## src/rtl/mem_wb_unit_pkg.sv

```systemverilog
// Shared phase codes for the multi-cycle core and the MEM/WB controller state encoding.
package mem_wb_unit_pkg;

  localparam logic [2:0] PH_IF  = 3'd0;
  localparam logic [2:0] PH_ID  = 3'd1;
  localparam logic [2:0] PH_EX  = 3'd2;
  localparam logic [2:0] PH_MEM = 3'd3;
  localparam logic [2:0] PH_WB  = 3'd4;

  typedef enum logic [1:0] {
    S_IDLE = 2'd0,
    S_REQ  = 2'd1,
    S_WB   = 2'd2
  } wb_state_e;

endpackage

```

## src/rtl/mem_wb_unit.sv

```systemverilog
// MEM and WB phases: optional data-memory load over req/ack, then register writeback,
// PC commit and a one-cycle done pulse. Tracks retired/skipped counts and a sticky timeout flag.
module mem_wb_unit
  import mem_wb_unit_pkg::*;
#(
  parameter int MEM_TIMEOUT = 16,
  parameter int CNT_W       = 16
) (
  input  logic             clk,
  input  logic             rst,
  input  logic [2:0]       state,
  input  logic             valid,
  input  logic             write,
  input  logic             data_en,
  input  logic [3:0]       data_addr,
  input  logic [4:0]       reg_addr,
  input  logic [7:0]       data_out,
  input  logic [7:0]       new_pc,
  input  logic [4:0]       rd_addr,
  output logic             mem_req,
  output logic [3:0]       mem_addr,
  input  logic             mem_ack,
  input  logic [7:0]       mem_rdata,
  output logic             rf_we,
  output logic [4:0]       rf_waddr,
  output logic [7:0]       rf_wdata,
  output logic             pc_we,
  output logic [7:0]       pc_out,
  output logic             done,
  output logic             mem_err,
  output logic [CNT_W-1:0] retired_cnt,
  output logic [CNT_W-1:0] skipped_cnt
);

  wb_state_e st, nxt;

  logic       valid_q, write_q, load_q, fail_q;
  logic [3:0] addr_q;
  logic [4:0] dest_q;
  logic [7:0] dout_q, pc_q, rdata_q;
  logic [7:0] wait_cnt;

  logic start, load_in, timeout, enter_wb, valid_now;

  assign start     = (st == S_IDLE) && (state == PH_MEM);
  assign load_in   = valid && data_en;
  assign timeout   = (wait_cnt == 8'(MEM_TIMEOUT - 1));
  assign enter_wb  = (nxt == S_WB) && (st != S_WB);
  // A non-load goes straight from IDLE to WB, before the latch holds the new valid bit.
  assign valid_now = (st == S_IDLE) ? valid : valid_q;

  always_comb begin
    nxt = st;
    case (st)
      S_IDLE:  if (start) nxt = load_in ? S_REQ : S_WB;
      S_REQ:   if (mem_ack || timeout) nxt = S_WB;
      S_WB:    nxt = S_IDLE;
      default: nxt = S_IDLE;
    endcase
  end

  always_ff @(posedge clk or posedge rst) begin
    if (rst) st <= S_IDLE;
    else     st <= nxt;
  end

  always_ff @(posedge clk or posedge rst) begin
    if (rst) begin
      valid_q  <= 1'b0;
      write_q  <= 1'b0;
      load_q   <= 1'b0;
      fail_q   <= 1'b0;
      addr_q   <= '0;
      dest_q   <= '0;
      dout_q   <= '0;
      pc_q     <= '0;
      rdata_q  <= '0;
      wait_cnt <= '0;
      mem_err  <= 1'b0;
    end else begin
      if (start) begin
        valid_q  <= valid;
        write_q  <= write;
        load_q   <= load_in;
        fail_q   <= 1'b0;
        addr_q   <= data_addr;
        dest_q   <= (reg_addr != 5'd0) ? reg_addr : rd_addr;
        dout_q   <= data_out;
        pc_q     <= new_pc;
        wait_cnt <= '0;
      end
      if (st == S_REQ) begin
        wait_cnt <= wait_cnt + 8'd1;
        // An ack on the timeout edge wins over the timeout.
        if (mem_ack) begin
          rdata_q <= mem_rdata;
        end else if (timeout) begin
          fail_q  <= 1'b1;
          mem_err <= 1'b1;
        end
      end
    end
  end

  always_ff @(posedge clk or posedge rst) begin
    if (rst) begin
      retired_cnt <= '0;
      skipped_cnt <= '0;
    end else if (enter_wb) begin
      if (valid_now) retired_cnt <= retired_cnt + 1'b1;
      else           skipped_cnt <= skipped_cnt + 1'b1;
    end
  end

  assign mem_req  = (st == S_REQ);
  assign mem_addr = addr_q;
  assign rf_we    = (st == S_WB) && valid_q && write_q && (dest_q != 5'd0) && !fail_q;
  assign rf_waddr = dest_q;
  assign rf_wdata = load_q ? rdata_q : dout_q;
  assign pc_we    = (st == S_WB);
  assign done     = (st == S_WB);
  assign pc_out   = pc_q;

endmodule

```

## config.mk

```make
export PLATFORM = sky130hd
export DESIGN_NAME = mem_wb_unit
export DESIGN_NICKNAME = d
export VERILOG_FILES = /design/src/rtl/mem_wb_unit_pkg.sv /design/src/rtl/mem_wb_unit.sv
export SDC_FILE = /design/constraint.sdc
export NUM_CORES = 1
export LEC_CHECK = 0
export CAP_MARGIN = 20
export CELL_PAD_IN_SITES_DETAIL_PLACEMENT = 1
export CELL_PAD_IN_SITES_GLOBAL_PLACEMENT = 2
export CORE_ASPECT_RATIO = 0.7
export CORE_UTILIZATION = 26
export DETAILED_ROUTE_END_ITERATION = 6
export GPL_ROUTABILITY_DRIVEN = 0
export PLACE_DENSITY_LB_ADDON = 0.2
export SYNTH_ARGS = -nofsm -noshare
export SYNTH_HDL_FRONTEND = slang
export SYNTH_SLANG_ARGS = --single-unit
```

## constraint.sdc

```tcl
create_clock -name clk -period 2.6 [get_ports clk]
set_input_delay 0.52 -clock clk [delete_from_list [all_inputs] [get_ports clk]]
set_output_delay 0.52 -clock clk [all_outputs]
set_load 0.1 [all_outputs]
```

==> PnR_summary.wiki <==
{| class="wikitable"
! Metric !! Value
|-
| Share of the clock period used by the worst path || around 90%
|-
| Drc violations || 0
|-
| Worst setup slack for register-to-register paths || 290 ps
|-
| Overall power after layout || roughly 0.0046 W
|-
| Floorplan die height || roughly 100 um
|-
| Share of post-route cells with drive strength above 1 || between 20% and 30%
|-
| Post-synthesis sequential area ratio || between 50% and 60%
|-
| Global routing's busiest layer || met2
|-
| Result of the run || finished clean
|-
| DIE WIDTH || approximately 140 um
|-
| Total global routing overflow || 0
|-
| Floorplan core area || ~0.013 mm2
|-
| Cell type with the largest total area after synthesis || sky130_fd_sc_hd__dfrtp_1
|-
| Area contributors post-synth || sky130_fd_sc_hd__dfrtp_1 56%, sky130_fd_sc_hd__nand2_1 9.7%, sky130_fd_sc_hd__xor2_1 6.3%
|-
| Global router's overall resource usage || around 14%
|-
| Post-CTS setup repair buffer count || 0
|-
| Routed wire length || ~9500 um
|-
| Data arrival time at the worst-slack endpoint || approximately 2600 ps
|-
| Flop and latch count out of synthesis || 80
|-
| Placement row count || 35
|-
| Count of antenna-violating nets left after detailed routing || 0
|-
| IO Pins || around 110
|-
| Initial detailed-routing violation count || between 60 and 70
|-
| Max-slew violation count || 0
|-
| Met3 demand-to-capacity share in global routing || ~3.7%
|-
| Worst setup slack after layout || about 290 ps
|-
| Number of hold-repair buffers added at the cts stage || 0
|-
| Total Nets Final || slightly above 500
|-
| Global-route met1 utilization || between 10% and 20%
|-
| RSZ-0062 raised after global routing || false
|-
| Type of the worst min-delay path || reg -> reg
|-
| Final period demand of the worst path || 2310 ps
|-
| Total of cells resized after clock tree synthesis || 0
|-
| Leakage power || between 2 and 3 nW
|-
| Cts bufs inserted || 9
|-
| Warnings, synthesis || 0
|-
| Critical path launch point || st[0]
|-
| CTS root buffer || sky130_fd_sc_hd__clkbuf_16
|-
| Setup crit end kind || register
|-
| Maximum clock path buffer count || 2
|-
| Data required time of the worst path || 2840 ps
|-
| Fin. Hold Viols || 0
|-
| Crit-path max FO || 10
|-
| Global-route wire length before repair || 15500 um
|-
| Cell area after technology mapping || ~0.0036 mm2
|-
| Die Area || between 0.01 and 0.015 mm2
|-
| Area added between synthesis and finish || 42.0%
|-
| Port Buffer Count || approximately 110
|-
| Ratio of routed vias to standard cells || roughly 4.5
|-
| Total number of H-tree levels || 3
|-
| Via count of the first global-routing pass || 3009
|-
| Worst vdd ir || between 0.7 and 0.8 mV
|-
| Post-detail-place hpwl || 7030 um
|-
| Drt first pass iters || 4
|-
| Antenna fix cells || 0
|-
| Starting density of the core || roughly 27%
|-
| Synth Area per Inst || 10.3 um2
|-
| Nature of the critical path startpoint || register
|-
| Worst setup path category || reg -> reg
|-
| Worst reg2reg startpoint || st[0]
|-
| Fraction of met2 tracks used by global routing || 23.2%
|-
| Worst slew margin || a little under two thirds
|-
| Number of instances in the synthesized netlist || 348
|-
| Initial antenna violation count || 0
|-
| Final count of negative-setup-slack endpoints || 0
|-
| Average wire per standard cell || approximately 15 um
|-
| Start point of the worst hold path || dout_q[6]
|-
| Total number of clock tree sinks || 80
|-
| Maximum Capacitance Violations || 0
|-
| Clock latency reported for the late side of the worst-skew pair || about 330 ps
|-
| Placement Setup Slack || roughly 100 ps
|-
| Setup clock skew after layout || a little over 3 ps
|-
| Post-Syn Nets || 398
|-
| Clock input transition at the sequential cells of the worst setup and hold paths || approximately 60 ps
|-
| Post-synth top area share || between 50% and 60%
|-
| Maximum number of pins on one net before global-route repair || 48
|-
| Hold WS || between 400 and 500 ps
|-
| Cell variety after synth || 42
|-
| Slew at the pin with the worst max-slew slack || approximately 540 ps
|-
| Total via count after detailed routing || between 2000 and 3000
|-
| Cell Pwr Density || approximately 900 mW/mm2
|-
| Max Fclk || roughly 430 MHz
|-
| CTS tree || done
|}
layout make-up:
cell class,instances,area [um2]
multi-input cells,248,1510
clock buffers,14,284
well taps,185,231
repair buffers,116,1020
clock inverters,2,12.5
inverters,6,28.8
fillers,1503,8210
flip-flops and latches,80,2010
cell usage after synthesis (all sizes together):
cell,instances
a221oi,1
nor2,20
a21oi,5
or4,3
buf,8
o32ai,1
nand4,4
nand3,12
o21ai,16
inv,6
and4b,1
or3,2
nor4b,4
xor2,26
nand2,93
clkbuf,6
mux2i,2
nor3b,1
o31ai,1
dfrtp,80
nand4b,1
and2,2
and4,1
and3,6
xnor2,4
nor2b,1
nand2b,2
nor3,13
ha,3
mux2,19
nor4,4
through the flow:
| stage | setup TNS [ps] | area [um2] | utilization (%) | instances |
|---|---|---|---|---|
| 2_1_floorplan | -102 | 3620 | - | 348 |
| 5_1_grt | 0 | 5100 | 38.3 | 651 |
| 6_report | 0 | 5100 | 38.3 | 651 |
| 3_5_place_dp | 0 | 4800 | 36.1 | 635 |
| 3_3_place_gp | 0 | 4800 | 36.1 | 635 |
| 4_1_cts | 0 | 5100 | 38.3 | 651 |
placed cells by master (no fill, tap or decap), types with 2 or more instances in the layout:
master                             n
sky130_fd_sc_hd__nand2_1          93
sky130_fd_sc_hd__dfrtp_1          76
sky130_fd_sc_hd__buf_4            67
sky130_fd_sc_hd__clkdlybuf4s50_1  46
sky130_fd_sc_hd__xor2_1           26
sky130_fd_sc_hd__nor2_1           19
sky130_fd_sc_hd__o21ai_0          16
sky130_fd_sc_hd__mux2_2           16
sky130_fd_sc_hd__nor3_1           13
sky130_fd_sc_hd__nand3_1          12
sky130_fd_sc_hd__clkbuf_16         9
sky130_fd_sc_hd__and3_1            6
sky130_fd_sc_hd__a21oi_1           5
sky130_fd_sc_hd__nand4_1           4
sky130_fd_sc_hd__xnor2_1           4
sky130_fd_sc_hd__clkbuf_8          4
sky130_fd_sc_hd__dfrtp_2           4
sky130_fd_sc_hd__inv_1             3
sky130_fd_sc_hd__nor4_1            3
sky130_fd_sc_hd__ha_1              3
sky130_fd_sc_hd__buf_12            3
sky130_fd_sc_hd__nand2b_1          2
sky130_fd_sc_hd__and2_1            2
sky130_fd_sc_hd__or4_1             2
sky130_fd_sc_hd__mux2_1            2
sky130_fd_sc_hd__mux2i_1           2
sky130_fd_sc_hd__or3_1             2
sky130_fd_sc_hd__clkinvlp_4        2
sky130_fd_sc_hd__nor4b_2           2
final timing paths:
path / endpoint / cells after the start
max: skipped_cnt[8] / 5
min: dout_q[6] / 2
max reg2reg: skipped_cnt[8] / 5
min reg2reg: dout_q[6] / 2
max in group asynchronous: rdata_q[3] / 3
min in group asynchronous: skipped_cnt[0] / 2
routing by layer:
metal	wire [um]	up-vias
li1	-	1390
met2	4650	53
met3	365	4
met4	40	0
met5	0	-
met1	4440	1450
power breakdown:
group / internal (W) / total (W) / switching (W)
sequential: 0.00144 / 0.00160 / 0.000155
combinational: 0.000419 / 0.00177 / 0.00135
clock: 0.000750 / 0.00123 / 0.000481
flip-flops by register name (all words and copies together), names as in the netlist:
name / count
skipped_cnt: 16
load_q: 1
st: 2
retired_cnt: 16
mem_addr: 4
valid_q: 1
wait_cnt: 8
rf_waddr: 5
pc_out: 8
fail_q: 1
dout_q: 8
rdata_q: 8
mem_err: 1
write_q: 1
critical path, stage by stage, from the launching register on:
cell and delay, ps:
sky130_fd_sc_hd__dfrtp_1 420, sky130_fd_sc_hd__nor2_1 350, sky130_fd_sc_hd__mux2_4 400, sky130_fd_sc_hd__or3_1 470, sky130_fd_sc_hd__nor4b_1 380, sky130_fd_sc_hd__xor2_1 200
logic make-up after synthesis:
| group | after synthesis | share of synthesized area [%] |
|---|---|---|
| flip-flops | 80 | 55.8 |
| adder cells (fa/ha/maj) | 3 | 1.05 |
| buffers and inverters | 20 | 2.75 |
| AND/OR/NAND/NOR | 170 | 22.4 |
| AO/OA/AOI/OAI | 24 | 4.11 |
| XOR/XNOR | 30 | 7.32 |
| multiplexers | 21 | 6.62 |
Power figures use the tool's default switching activity.
